File: config.mk
export PLATFORM = sky130hd
export DESIGN_NAME = pid_pwm_actuator
export DESIGN_NICKNAME = d
export VERILOG_FILES = /design/src/rtl/pid_pwm_actuator.sv
export SDC_FILE = /design/constraint.sdc
export NUM_CORES = 1
export LEC_CHECK = 0
export BUFFER_PORTS_ARGS = -buffer_cell sky130_fd_sc_hd__buf_2
export CAP_MARGIN = 10
export CORE_MARGIN = 4
export CORE_UTILIZATION = 60
export DETAILED_ROUTE_END_ITERATION = 16
export PLACE_DENSITY = 0.89
export SKIP_CTS_REPAIR_TIMING = 1
export SYNTH_ARGS = -nofsm -noshare
export SYNTH_HDL_FRONTEND = slang
export SYNTH_SLANG_ARGS = --single-unit
export TNS_END_PERCENT = 100
File: constraint.sdc
create_clock -name clk -period 6.6 [get_ports clk]
set_input_delay 1.32 -clock clk [delete_from_list [all_inputs] [get_ports clk]]
set_output_delay 1.32 -clock clk [all_outputs]
set_load 0.1 [all_outputs]
File: src/rtl/pid_pwm_actuator.sv
// pid_pwm_actuator: double-buffered, slew-limited sign/magnitude PWM driver
// with dead time on direction reversal. Control words are applied only at
// PWM period boundaries.
module pid_pwm_actuator #(
    parameter int unsigned WIDTH    = 8,
    parameter int unsigned PRESCALE = 4,
    parameter int unsigned SLEW_MAX = 8,
    parameter int unsigned DEAD     = 2
) (
    input  logic             clk,
    input  logic             rst_n,
    input  logic             enable,
    input  logic [WIDTH-1:0] ctrl_in,
    input  logic             ctrl_valid,
    output logic             ctrl_ready,
    output logic             pwm,
    output logic             dir,
    output logic             period_start,
    output logic [WIDTH-2:0] duty
);

    localparam int unsigned MW = WIDTH - 1;
    localparam int unsigned PW = (PRESCALE > 1) ? $clog2(PRESCALE) : 1;
    localparam int unsigned DW = (DEAD > 1) ? $clog2(DEAD) : 1;

    localparam logic [MW-1:0] CNT_MAX   = MW'((1 << MW) - 2);
    localparam logic [MW-1:0] MAG_MAX   = '1;
    localparam logic [MW-1:0] SLEW      = MW'(SLEW_MAX);
    localparam logic [PW-1:0] PRE_LAST  = PW'(PRESCALE - 1);
    localparam logic [DW-1:0] DEAD_LAST = DW'(DEAD - 1);

    typedef enum logic [1:0] {
        IDLE    = 2'd0,
        RUN     = 2'd1,
        REVERSE = 2'd2
    } state_e;

    state_e           state_q, state_d;
    logic [PW-1:0]    presc_q, presc_d;
    logic [MW-1:0]    cnt_q, cnt_d;
    logic [MW-1:0]    duty_q, duty_d;
    logic [DW-1:0]    dead_q, dead_d;
    logic [WIDTH-1:0] target_q, target_d;
    logic [WIDTH-1:0] pend_q, pend_d;
    logic             pend_full_q, pend_full_d;
    logic             rdy_q, rdy_d;
    logic             dir_q, dir_d;
    logic             pwm_q, pwm_d;
    logic             ps_q, ps_d;

    logic             tick;
    logic             boundary;
    logic             accept;
    logic             consume;
    logic [WIDTH-1:0] eff_target;
    logic [WIDTH-1:0] abs_w;
    logic             tgt_neg;
    logic [MW-1:0]    tgt_mag;
    logic             same_dir;
    logic [MW-1:0]    slew_tgt;
    logic [MW-1:0]    duty_step;

    // Timing strobes and the saturated magnitude/sign of the word in effect
    always_comb begin
        tick       = (presc_q == PRE_LAST) && (state_q != IDLE);
        boundary   = tick && (state_q == RUN) && (cnt_q == CNT_MAX);
        eff_target = (boundary && pend_full_q) ? pend_q : target_q;
        tgt_neg    = eff_target[WIDTH-1];
        abs_w      = tgt_neg ? (WIDTH'(0) - eff_target) : eff_target;
        tgt_mag    = abs_w[WIDTH-1] ? MAG_MAX : abs_w[MW-1:0];
        same_dir   = (tgt_neg == dir_q) || (tgt_mag == '0);
        // Opposite sign: bleed duty down to zero before reversing
        slew_tgt   = same_dir ? tgt_mag : '0;
    end

    // One slew-limited step of duty toward slew_tgt
    always_comb begin
        if (slew_tgt > duty_q) begin
            duty_step = ((slew_tgt - duty_q) > SLEW) ? (duty_q + SLEW) : slew_tgt;
        end else begin
            duty_step = ((duty_q - slew_tgt) > SLEW) ? (duty_q - SLEW) : slew_tgt;
        end
    end

    // Pending-buffer handshake; ready is a pure register of buffer emptiness
    always_comb begin
        accept      = ctrl_valid && rdy_q;
        consume     = boundary && pend_full_q && enable;
        pend_d      = accept ? ctrl_in : pend_q;
        pend_full_d = pend_full_q;
        if (consume) begin
            pend_full_d = 1'b0;
        end else if (accept) begin
            pend_full_d = 1'b1;
        end
        rdy_d = !pend_full_d;
    end

    // Period/dead-time sequencing and duty/direction updates
    always_comb begin
        state_d  = state_q;
        presc_d  = presc_q;
        cnt_d    = cnt_q;
        duty_d   = duty_q;
        dir_d    = dir_q;
        target_d = target_q;
        dead_d   = dead_q;
        ps_d     = 1'b0;
        pwm_d    = enable && (state_q == RUN) && (cnt_q < duty_q);

        if (!enable) begin
            state_d  = IDLE;
            presc_d  = '0;
            cnt_d    = '0;
            duty_d   = '0;
            target_d = '0;
            dead_d   = '0;
        end else begin
            case (state_q)
                IDLE: begin
                    state_d = RUN;
                    presc_d = '0;
                    cnt_d   = '0;
                    duty_d  = '0;
                end
                RUN: begin
                    presc_d = tick ? '0 : (presc_q + PW'(1));
                    if (tick) begin
                        if (cnt_q == CNT_MAX) begin
                            cnt_d    = '0;
                            ps_d     = 1'b1;
                            target_d = eff_target;
                            if (same_dir || (duty_q != '0)) begin
                                duty_d = duty_step;
                            end else begin
                                state_d = REVERSE;
                                dead_d  = '0;
                            end
                        end else begin
                            cnt_d = cnt_q + MW'(1);
                        end
                    end
                end
                REVERSE: begin
                    presc_d = tick ? '0 : (presc_q + PW'(1));
                    cnt_d   = '0;
                    if (tick) begin
                        if (dead_q == DEAD_LAST) begin
                            state_d = RUN;
                            dir_d   = tgt_neg;
                            dead_d  = '0;
                            ps_d    = 1'b1;
                        end else begin
                            dead_d = dead_q + DW'(1);
                        end
                    end
                end
                default: begin
                    state_d = IDLE;
                end
            endcase
        end
    end

    // State and output registers
    always_ff @(posedge clk or negedge rst_n) begin
        if (!rst_n) begin
            state_q     <= IDLE;
            presc_q     <= '0;
            cnt_q       <= '0;
            duty_q      <= '0;
            dead_q      <= '0;
            target_q    <= '0;
            pend_q      <= '0;
            pend_full_q <= 1'b0;
            rdy_q       <= 1'b0;
            dir_q       <= 1'b0;
            pwm_q       <= 1'b0;
            ps_q        <= 1'b0;
        end else begin
            state_q     <= state_d;
            presc_q     <= presc_d;
            cnt_q       <= cnt_d;
            duty_q      <= duty_d;
            dead_q      <= dead_d;
            target_q    <= target_d;
            pend_q      <= pend_d;
            pend_full_q <= pend_full_d;
            rdy_q       <= rdy_d;
            dir_q       <= dir_d;
            pwm_q       <= pwm_d;
            ps_q        <= ps_d;
        end
    end

    assign ctrl_ready   = rdy_q;
    assign pwm          = pwm_q;
    assign dir          = dir_q;
    assign period_start = ps_q;
    assign duty         = duty_q;

endmodule

**Word-level counts from Yosys, hierarchy flattened**

Cells that the tools add are included.

- Add/sub/neg operators: 8
- $lt $le $gt $ge: 4
- Equal/unequal tests: 18
- Multiplexer cells: 45
- Reductions and logical operators: 23

Operators with widths:

| cell | count |
|---|---|
| 7-bit 2-to-1 mux | 12 |
| 8-bit 2-to-1 mux | 6 |
| 7-bit case mux with 2 select lines | 2 |
| 2-bit 2-to-1 mux | 8 |
| 7-bit by 4-bit greater-than comparator with 1-bit output, second input constant | 2 |
| 7-bit subtractor | 2 |
| 1-bit 2-to-1 mux | 13 |
| 3-bit by 2-bit != test with 1-bit output, second input constant | 4 |
| 3-bit != test, second input constant | 4 |
| 5-bit AND reduction | 2 |
| 1-bit logical AND | 8 |
| 4-bit AND reduction | 2 |
| 1-bit by 8-bit subtractor with 8-bit output, first input constant | 1 |
| 7-bit by 1-bit adder with 7-bit output, second input constant | 1 |
| 7-bit by 4-bit adder with 7-bit output, second input constant | 1 |
| 7-bit equality test, second input constant | 1 |
| 7-bit greater-than comparator | 1 |
| 7-bit logical NOT | 1 |
| 7-bit < comparator | 1 |
| 7-bit nonzero test | 1 |
| 7-bit by 4-bit subtractor with 7-bit output, second input constant | 1 |
| 2-bit by 1-bit != test with 1-bit output, second input constant | 3 |
| 3-bit by 1-bit != test with 1-bit output, second input constant | 2 |
| 2-bit case mux with 3 select lines | 1 |
| 14 further kinds | 18 |

- Flip-flop bits (word level): 40
- Bits of input ports: 12
- Output and inout bits: 11
- Word-level logic and storage cells: 110

**Depth between registers and ports, before layout**

Gate-level depths: netlist of run 1.

- Depth after elaboration: 21
- Gate-level depth with buffers: 26
- Mapped depth without buffers: 21

**Worst setup path after synthesis of run 1**

Ideal clock, no wire load.

- Path type: register -> register
- Start point: register state_q[0]
- End point: register duty_q[6] (netlist: duty[6])
- Setup time: 0.128 ns
- Arrival time: 5.381 ns
- Required time: 6.472 ns
- Setup slack: 1.091 ns
- Stages on the path, launching flop included: 26
- Buffers on the path: 4
- Clock period less this slack: 5.509 ns
- Cell sequence: dfrtp_1 inv_1 ha_1 and4b_1 nand4_4 buf_4 buf_1 mux2i_1 ha_1 buf_4 or3b_1 a221o_1 mux2i_4 o211ai_1 nand2_1 inv_1 ha_1 clkbuf_1 or2_2 a21oi_1 a21oi_1 xor2_1 nor2_2 mux2_2 a311oi_1 nand2_1

- Word-level cells in the longest chain between the ends: 21
- Elaborated cells between the ends (all ways): 34
- Those cells by class: add/sub: 3; order compare: 3; eq/ne: 6; mux: 12; reduce/logical: 10

RTL lines:

| what | line | source |
|---|---|---|
| from (decl) | 38 | `state_e state_q, state_d;` |
| from (signal assigned) | 181 | `state_q <= state_d;` |
| 2-bit nonzero test | 65 | `tick = (presc_q == PRE_LAST) && (state_q != IDLE);` |
| 1-bit logical AND | 65 |  |
| 1-bit logical AND (2 in series) | 66 | `boundary = tick && (state_q == RUN) && (cnt_q == CNT_MAX);` |
| 1-bit logical AND | 67 | `eff_target = (boundary && pend_full_q) ? pend_q : target_q;` |
| 8-bit 2-to-1 mux | 67 |  |
| 1-bit by 8-bit subtractor with 8-bit output | 69 | `abs_w = tgt_neg ? (WIDTH'(0) - eff_target) : eff_target;` |
| 8-bit 2-to-1 mux | 69 |  |
| 7-bit 2-to-1 mux | 70 | `tgt_mag = abs_w[WIDTH-1] ? MAG_MAX : abs_w[MW-1:0];` |
| [4 not listed] | -- |  |
| 7-bit by 4-bit greater-than comparator with 1-bit output, on equally long branches | 81, 79 |  |
| 7-bit 2-to-1 mux, on equally long branches | 81, 79 |  |
| 7-bit 2-to-1 mux | 78 | `if (slew_tgt > duty_q) begin` |
| 7-bit 2-to-1 mux | 133 | `if (same_dir \|\| (duty_q != '0)) begin` |
| 7-bit 2-to-1 mux | 129 | `if (cnt_q == CNT_MAX) begin` |
| 7-bit 2-to-1 mux | 128 | `if (tick) begin` |
| 7-bit case mux with 2 select lines | 119 | `case (state_q)` |
| 7-bit 2-to-1 mux | 111 | `if (!enable) begin` |
| to (signal assigned) | 184 | `duty_q <= duty_d;` |
| to (decl) | 41 | `logic [MW-1:0] duty_q, duty_d;` |

Parallel ways exist; a longest one is shown, timed or not. The select of a mux whose other input is x is not followed.
A chain may end at the register's enable or synchronous reset.

**Worst setup path in the final report of run 1**

- Start point: register state_q[0]
- End point: register duty_q[4] (netlist: duty[4])

Same word-level chain as after synthesis.

==> flow_summary.ini, run 1 <==
[logic_synthesis]
syn_area_sq_mm = 0.00379
ys_seq_elements = 40
synth_nets = 466
yosysSeqAreaShare_pct = 26.4
synth_top_area_share_pct = 26.4
synth_area_leader_cell = dfrtp_1
synthDistinctLibCells = 80
yosysWarningCount = 0
synth_ff_type = dfrtp_1
syn_avg_cell_area_sq_um = 8.89
synth-edff-count = 0
netlist_instances = 426
synth.area.top_cells = dfrtp_1 (26%), ha_1 (8.9%), mux2i_1 (4.5%), nand2_1 (4.1%), mux2_2 (3.3%)
postSynth.asyncResetShare_pct = 100

[sta]
slew_violations = 0
skew_ns = 0.0114
rsz0062_at_grt = false
setup-tns-final_ns = 0
worstMarginPinSlew_ns = 0.922
final.min_clock_period_ns = 5.92
fmax_mhz = 169
period_share_pct = 89.7
setup_ws_ns = 0.681
hold_viol_final = 0
finalSetupViolations = 0
relSlewSlack_pct = 38.5

[detailed_routing]
viasPerCell = 6.45
drtPass1Iterations = 5
routed_wl_um = 8790
wire_per_inst_um = 17.2
drtIter0Drc = 330
drc = 0
ant_nets = 0
dr_total_vias = 3294

[placed_design]
placed_cells = 504
hpwl_um = 6680
post-place-ws_ns = 0.759
port_buffers = 22
gp_congestion = 0.973

[clock_tree]
cts_tree = done
cts_root_buf = clkbuf_8
clk_latency_ns = 0.30
path_clk_slew_ns = 0.08
cts-buffers-inserted = 5
h-tree-depth = 2
clock-sinks = 40
cts.path.max_buffers = 2

[power_and_ir_drop]
max-vdd-ir-drop_uv = 168
power_leakage_nw = 1.81
p_per_area_mw_per_mm2 = 205

[critical_path]
cp.arrival_ns = 6.09
reg2reg_depth = 21
worstPathMaxFanout = 21
cp_data_required_time_ns = 6.77
crit_path_start = state_q[0]
worstSetupPathType = flop to flop
r2r_end = duty[4]
r2r_slack_ns = 0.68
r2r_start = state_q[0]
worstSetupEndpointType = flop
cp-start-kind = flop

[cells_and_area]
final_cell_mix = nand2_1 (41), dfrtp_1 (40), inv_1 (27), ha_1 (27), buf_2 (22)
area_growth_pct = 4.62
final-seq-area_sq_mm = 0.00100
final_cells = 511
n_antenna_cell = 0
layout_commonest_cell = nand2_1
fill_cells = 480
multiInputGateArea_sq_mm = 0.00257
fin_nets = 476
drive_gt1_share_pct = 16.1

[grt]
grt_pass1_wl_um = 14800
grt-ovfl-total = 0
grt_pass1_vias = 3161
grtUsageTotal_pct = 24.1
grt_max_degree = 41
antenna_found_initial = 0

[status]
outcome = complete, no violations

[floorplanning]
ios = 23
start_util_pct = 62.9
rows = 28
core_area_sq_mm = 0.00603
die_h_um = 87.5
fp.dieW_um = 87.5
dieArea_sq_mm = 0.00765

[worst_hold_path]
hp-class = flop to flop
min_from = presc_q[1]
hold_path_depth = 2
min_to = presc_q[1]

[flow_run]
cap_viol_max_count = 0
[flip-flops by register name (all words and copies together) (netlist names), 2 cells and up]
register / flops
state_q: 2
target_q: 8
duty: 7
pend_q: 8
presc_q: 2
cnt_q: 7
[critical path, cell delays in order, from the launching register on]
cell and delay (ns):
dfrtp_1 0.38, inv_1 0.10, ha_1 0.26, and4b_1 0.33, nand4_4 0.38, mux2i_1 0.38, ha_1 0.43, or3b_1 0.39
a221o_1 0.36, mux2i_4 0.17, o211ai_1 0.11, nand2_1 0.17, inv_1 0.06, ha_1 0.39, and2_1 0.20, a21o_1 0.21
a2111oi_0 0.42, o211ai_1 0.20, and3_1 0.31, o21ba_1 0.22, o2111ai_1 0.20, o211ai_1 0.12
[per-layer routing]
| metal | wire (um) | GRT usage, % | vias to the layer above |
|---|---|---|---|
| li1 | - | - | 1578 |
| met1 | 3870 | 31.9 | 1583 |
| met2 | 4260 | 40.3 | 117 |
| met3 | 469 | 3.31 | 16 |
| met4 | 189 | 7.95 | 0 |
| met5 | 0 | 0 | - |
[report_power, final]
| part | internal, mW | switching [mW] | leakage, nW |
|---|---|---|---|
| Clock | 0.0717 | 0.0880 | 0.0400 |
| Combinational | 0.123 | 0.162 | 1.24 |
| Sequential | 0.287 | 0.0809 | 0.530 |
[area by class of cell]
class / instances / area share, %
clock inverter: 2 / 0.316
multi-input combinational: 339 / 64.8
sequential: 40 / 25.3
clock buffer: 5 / 1.74
timing repair buffer: 23 / 2.97
inverter: 27 / 2.56
tap: 75 / 2.37
[through the flow]
step	utilization, %	power, mW	cell area [sq um]	hold slack [ns]
after global placement	64.4	0.640	3880	0.514
after floorplan	-	0.592	3790	0.492
after CTS	65.8	0.814	3960	0.553
after detailed placement	64.4	0.654	3880	0.534
after global routing	65.8	0.869	3960	0.620
final	65.8	0.813	3960	0.543
[worst max path at each step]
| stage | end | slack (ns) | cells past startpoint |
|---|---|---|---|
| floorplan | duty[6] | 1.09 | 25 |
| global placement | duty[4] | 1.02 | 21 |
| detailed placement | duty[4] | 0.76 | 21 |
| CTS | duty[4] | 0.76 | 21 |
| global route | duty[4] | 0.17 | 21 |
| finish | duty[4] | 0.68 | 21 |
[synth_stat cells (4+ instances only)]
master and n:
nor4_1 6, and2_1 4, and3_1 9, clkbuf_1 8, nand3_1 16, buf_2 4
mux2i_1 17, a31oi_1 4, o21ai_0 20, nor3_1 12, o31ai_1 5, dfrtp_1 40
buf_4 4, mux2_2 11, nand2_1 41, xnor2_1 7, ha_1 27, nor2b_1 8
xor2_1 9, o211ai_1 7, a21o_1 5, o21a_1 4, inv_1 27, nand2b_1 14
a21oi_1 16, nor2_1 21
[cells by family (layout without fill, tap and decap cells)]
logic type / Yosys count / count (layout) / synth area share (%)
compound gates: 103 / 103 / 20.4
buf+inv: 47 / 57 / 5.78
simple gates: 157 / 157 / 23.4
fa+ha+maj: 28 / 28 / 9.45
flops: 40 / 40 / 26.4
mux: 34 / 34 / 10.4
xor+xnor: 17 / 17 / 4.13
(Power assumes the default switching activity.)
==> run 2: changes to the inputs <==
--- a/config.mk
+++ b/config.mk
@@ -7,10 +7,12 @@
 export LEC_CHECK = 0
 export BUFFER_PORTS_ARGS = -buffer_cell sky130_fd_sc_hd__buf_2
 export CAP_MARGIN = 10
+export CELL_PAD_IN_SITES_DETAIL_PLACEMENT = 0
+export CELL_PAD_IN_SITES_GLOBAL_PLACEMENT = 1
 export CORE_MARGIN = 4
-export CORE_UTILIZATION = 60
+export CORE_UTILIZATION = 48
 export DETAILED_ROUTE_END_ITERATION = 16
-export PLACE_DENSITY = 0.89
+export PLACE_DENSITY = 0.91
 export SKIP_CTS_REPAIR_TIMING = 1
 export SYNTH_ARGS = -nofsm -noshare
 export SYNTH_HDL_FRONTEND = slang
==> run 2 against run 1 <==
Sequential power is essentially flat. Sequential share of layout area shrank 0.42 points. Critical path depth is the same. Non-clock buffer count is the same. Count of clock-buffer cells in the layout is the same. Global-route usage shrank 4.2 points. Die area grew 23%. Largest power group unchanged. Critical endpoint unchanged. Worst hold slack gained 0.017 ns. First-iteration DRC count shrank 39%. Highest routed layer unchanged.
==> flow_summary.ini, run 2 (synthesis results as in run 1) <==
[power_and_ir_drop]
p_sw_share_pct = 39.7
p_per_area_mw_per_mm2 = 216
p_switching_mw = 0.346
seqPwrFrac_pct = 42.6
max-vdd-ir-drop_uv = 178
internal_power_mw = 0.525
clock_power_share_pct = 24.3
power_leakage_nw = 1.83
p_total_mw = 0.870
power.share.combinational_pct = 33.2

[placed_design]
port_buffers = 22
hpwl_um = 6890
gp_congestion = 0.867

[clock_tree]
clock-sinks = 40
cts-buffers-inserted = 5
path_clk_slew_ns = 0.09
cts.path.max_buffers = 2
clk_latency_ns = 0.30
cts_root_buf = clkbuf_8
h-tree-depth = 2
cts_tree = done

[detailed_routing]
ant_nets = 0
drc = 0
drtIter0Drc = 200
wire_per_inst_um = 16.9
drtPass1Iterations = 4
viasPerCell = 5.99
routed_wl_um = 9080
dr_total_vias = 3230

[cells_and_area]
fill_cells = 756
fin_nets = 476
layout_commonest_cell = nand2_1
n_antenna_cell = 0
top_regs = pend_q x8, target_q x8
area_growth_pct = 6.41
final_cell_mix = nand2_1 (41), dfrtp_1 (40), inv_1 (27), ha_1 (27), buf_2 (22)
drive_gt1_share_pct = 16.2

[worst_hold_path]
min_to = presc_q[1]
min_from = presc_q[1]
hp-class = flop to flop
hold_path_depth = 2

[sta]
slew_violations = 0
skew_ns = 0.0124
fmax_mhz = 167
relSlewSlack_pct = 38.4
finalSetupViolations = 0
hold_viol_final = 0
period_share_pct = 90.5
setup-tns-final_ns = 0
rsz0062_at_grt = false
worstMarginPinSlew_ns = 0.924
final.min_clock_period_ns = 5.97

[grt]
grt-ovfl-total = 0
antenna_found_initial = 0
grt_pass1_wl_um = 15600
grtUsageTotal_pct = 19.9
grt_pass1_vias = 3140
grt_max_degree = 41

[floorplanning]
fp.dieW_um = 96.8
die_h_um = 96.8
dieArea_sq_mm = 0.00938
core_area_sq_mm = 0.00769
ios = 23
start_util_pct = 49.3
rows = 32

[critical_path]
cp.arrival_ns = 6.15
r2r_end = duty[4]
worstSetupEndpointType = flop
cp-start-kind = flop
worstSetupPathType = flop to flop
r2r_start = state_q[0]
reg2reg_depth = 21
r2r_slack_ns = 0.63
worstPathMaxFanout = 21
cp_data_required_time_ns = 6.77

[status]
outcome = complete, no violations

[flow_run]
cap_viol_max_count = 0
## run 2: layout make-up
| type | instances | area, sq um | area share, % |
|---|---|---|---|
| multi-input combinational | 339 | 2570 | 63.7 |
| sequential | 40 | 1000 | 24.8 |
| tap | 102 | 128 | 3.17 |
| timing repair buffer | 23 | 118 | 2.92 |
| inverter | 27 | 101 | 2.51 |
| clock buffer | 5 | 68.8 | 1.71 |
| clock inverter | 3 | 46.3 | 1.15 |
## run 2: through the flow
| stage | util (%) | hold WS, ns | area (sq um) | cells | setup WS (ns) |
|---|---|---|---|---|---|
| floorplan | - | 0.492 | 3790 | 426 | 1.09 |
| global placement | 50.9 | 0.513 | 3920 | 531 | 0.964 |
| detailed placement | 50.9 | 0.554 | 3920 | 531 | 0.715 |
| CTS | 52.4 | 0.571 | 4030 | 539 | 0.689 |
| global route | 52.4 | 0.595 | 4030 | 539 | 0.197 |
| finish | 52.4 | 0.560 | 4030 | 539 | 0.627 |
## run 2: power groups by stage
stage | sequential [mW] | clock, mW | combinational [mW]
CTS | 0.369 | 0.217 | 0.290
global placement | 0.371 | 0 | 0.282
floorplan | 0.345 | 0 | 0.247
finish | 0.371 | 0.211 | 0.289
detailed placement | 0.374 | 0 | 0.290
global route | 0.380 | 0.223 | 0.321
## run 2: routing by layer
metal  global-route usage, %  wire (um)  vias up
li1                        -          -     1577
met1                    26.7       4190     1574
met2                    33.2       4400       68
met3                    2.38        353       11
met4                    6.59        138        0
met5                       0          0        -
## run 2: worst max-delay path, stage by stage, from the launching register on
cell	delay [ns]
dfrtp_1	0.39
inv_1	0.10
ha_1	0.27
and4b_1	0.34
nand4_4	0.40
mux2i_1	0.40
ha_1	0.43
or3b_1	0.38
a221o_1	0.36
mux2i_4	0.16
o211ai_1	0.12
nand2_1	0.17
inv_1	0.06
ha_1	0.39
and2_1	0.20
a21o_1	0.21
a2111oi_0	0.45
o211ai_1	0.21
and3_1	0.31
o21ba_1	0.22
o2111ai_1	0.17
o211ai_1	0.10
## run 2: worst max path at each step
| stage | from | to | slack (ns) | cells after the start |
|---|---|---|---|---|
| after floorplan | state_q[0] | duty[6] | 1.09 | 25 |
| after global placement | state_q[0] | duty[4] | 0.96 | 21 |
| after detailed placement | state_q[0] | duty[6] | 0.71 | 21 |
| after CTS | state_q[0] | duty[6] | 0.69 | 21 |
| after global routing | state_q[0] | duty[0] | 0.20 | 21 |
| final | state_q[0] | duty[4] | 0.63 | 21 |
==> run 3: changes to the inputs <==
--- a/config.mk
+++ b/config.mk
@@ -5,13 +5,13 @@
 export SDC_FILE = /design/constraint.sdc
 export NUM_CORES = 1
 export LEC_CHECK = 0
-export BUFFER_PORTS_ARGS = -buffer_cell sky130_fd_sc_hd__buf_2
 export CAP_MARGIN = 10
 export CELL_PAD_IN_SITES_DETAIL_PLACEMENT = 0
 export CELL_PAD_IN_SITES_GLOBAL_PLACEMENT = 1
 export CORE_MARGIN = 4
-export CORE_UTILIZATION = 48
+export CORE_UTILIZATION = 50
 export DETAILED_ROUTE_END_ITERATION = 16
+export DONT_BUFFER_PORTS = 1
 export PLACE_DENSITY = 0.91
 export SKIP_CTS_REPAIR_TIMING = 1
 export SYNTH_ARGS = -nofsm -noshare
==> run 3 against run 2 <==
Final area is 2.5% lower. Count of clock-buffer cells in the layout did not move. Total power fell by 2.0%. Sequential share of layout area is 0.65 points higher. Sequential cell count unchanged. Setup slack improved by 0.082 ns. Worst hold slack lost 0.011 ns. Register-to-register slack improved by 0.08 ns. Core utilization grew 1.4 points. Routed wire length grew 0.52%. Critical path depth is the same. Die area is 3.7% lower. Largest cell class unchanged.
==> flow_summary.ini, run 3 (synthesis results as in run 1) <==
[status]
outcome = complete, no violations

[placed_design]
port_buffers = 0
hpwl_um = 6860
gp_congestion = 0.901
placed_cells = 508
post-place-ws_ns = 0.723

[grt]
use_met1_pct = 28.9
grtUsageTotal_pct = 21.6
grt_pass1_wl_um = 15400
grt_most_used_layer = met2
grt_max_degree = 41
antenna_found_initial = 0
grt-ovfl-total = 0
grt_pass1_vias = 3133
grt_use_met3_pct = 2.92
use_met2_pct = 37.1

[floorplanning]
dieArea_sq_mm = 0.00903
ios = 23
die_h_um = 95.0
start_util_pct = 52.0
core_area_sq_mm = 0.00729
fp.dieW_um = 95.0
rows = 31

[critical_path]
path_buf_inv = 2
worstPathMaxFanout = 21
critPathSlowestCell = a2111oi_0
cp-start-kind = flop
worstSetupEndpointType = flop
r2r_slack_ns = 0.71
r2r_end = duty[6]
critPathMostFrequentCell = ha_1
worstSetupPathType = flop to flop
r2r_start = state_q[0]
cp.arrival_ns = 6.08
reg2reg_depth = 21
crit_path_start = state_q[0]
cp_cell_sequence = inv_1 > ha_1 > and4b_1 > nand4_4 > mux2i_1 > ha_1 > or3b_1 > a221o_1 > mux2i_4 > o211ai_1 > nand2_1 > inv_1 > ha_1 > and2_1 > a21o_1 > a2111oi_0 > o211ai_1 > and3_1 > and4_2 > mux2i_1 > nand2_1
slowest_delay_ns = 0.43
path_delay_family = simple AND/OR/NAND/NOR gates
cp_data_required_time_ns = 6.79

[flow_run]
cap_viol_max_count = 0

[sta]
whs_ns = 0.549
skew_ns = 0.00723
relSlewSlack_pct = 25.6
period_share_pct = 89.2
setup_ws_ns = 0.710
fmax_mhz = 170
final.min_clock_period_ns = 5.89
rsz0062_at_grt = false
slew_violations = 0
setup-tns-final_ns = 0
hold_viol_final = 0
finalSetupViolations = 0
worstMarginPinSlew_ns = 1.12

[detailed_routing]
drtPass1Iterations = 4
routed_wl_um = 9130
drc = 0
viasPerCell = 6.09
ant_nets = 0
wire_per_inst_um = 17.7
drtIter0Drc = 242
dr_total_vias = 3140

[worst_hold_path]
min_from = presc_q[1]
hp-class = flop to flop
hold_path_depth = 2
min_to = presc_q[1]

[cells_and_area]
final_cell_mix = nand2_1 (41), dfrtp_1 (40), inv_1 (27), ha_1 (27), nor2_1 (21)
fin_util_pct = 53.9
fill_cells = 691
top_regs = pend_q x8, target_q x8
area_growth_pct = 3.70
n_antenna_cell = 0
drive_gt1_share_pct = 12.2
final_cells = 516
fin_nets = 456
layout_commonest_cell = nand2_1

[clock_tree]
clock-sinks = 40
clk_latency_ns = 0.30
path_clk_slew_ns = 0.09
cts_tree = done
cts.path.max_buffers = 2
h-tree-depth = 2
cts-buffers-inserted = 5
cts_root_buf = clkbuf_8

[power_and_ir_drop]
power_leakage_nw = 1.74
max-vdd-ir-drop_uv = 142
p_per_area_mw_per_mm2 = 217
## run 3: layout make-up
type / instances / area (sq um) / share of cell area [%]
multi-input combinational: 339 / 2570 / 65.4
sequential: 40 / 1000 / 25.5
tap: 99 / 124 / 3.15
inverter: 27 / 101 / 2.58
clock buffer: 5 / 68.8 / 1.75
clock inverter: 3 / 42.5 / 1.08
timing repair buffer: 3 / 22.5 / 0.573
## run 3: worst max path at each step
stage	endpoint	slack, ns	depth (start not counted)
5_1_grt	duty[1]	0.27	21
3_3_place_gp	duty[4]	0.97	21
4_1_cts	duty[4]	0.73	21
6_report	duty[6]	0.71	21
2_1_floorplan	duty[6]	1.09	25
3_5_place_dp	duty[4]	0.72	21
## run 3: tightest hold or removal path, delay by kind of cell, from the launching register on
family,cells,cell delay (ns)
AND/OR/NAND/NOR,1,0.09
flip-flops,1,0.36
AO/OA/AOI/OAI,1,0.07
## run 3: per-stage QoR
step	power [mW]	cell area [sq um]
after global routing	0.919	3930
after global placement	0.637	3820
after detailed placement	0.647	3820
final	0.853	3930
after CTS	0.857	3930
after floorplan	0.592	3790
## run 3: metal layers
metal / share of wire [%] / vias to the layer above
met5: 0 / -
met3: 4.2 / 10
met2: 49 / 82
met4: 1.3 / 0
li1: - / 1538
met1: 46 / 1510
## run 3: where the power goes
| part | switching (mW) | leakage (nW) | internal, mW |
|---|---|---|---|
| clock network | 0.0943 | 0.0541 | 0.112 |
| logic | 0.139 | 1.15 | 0.120 |
| registers | 0.101 | 0.530 | 0.287 |
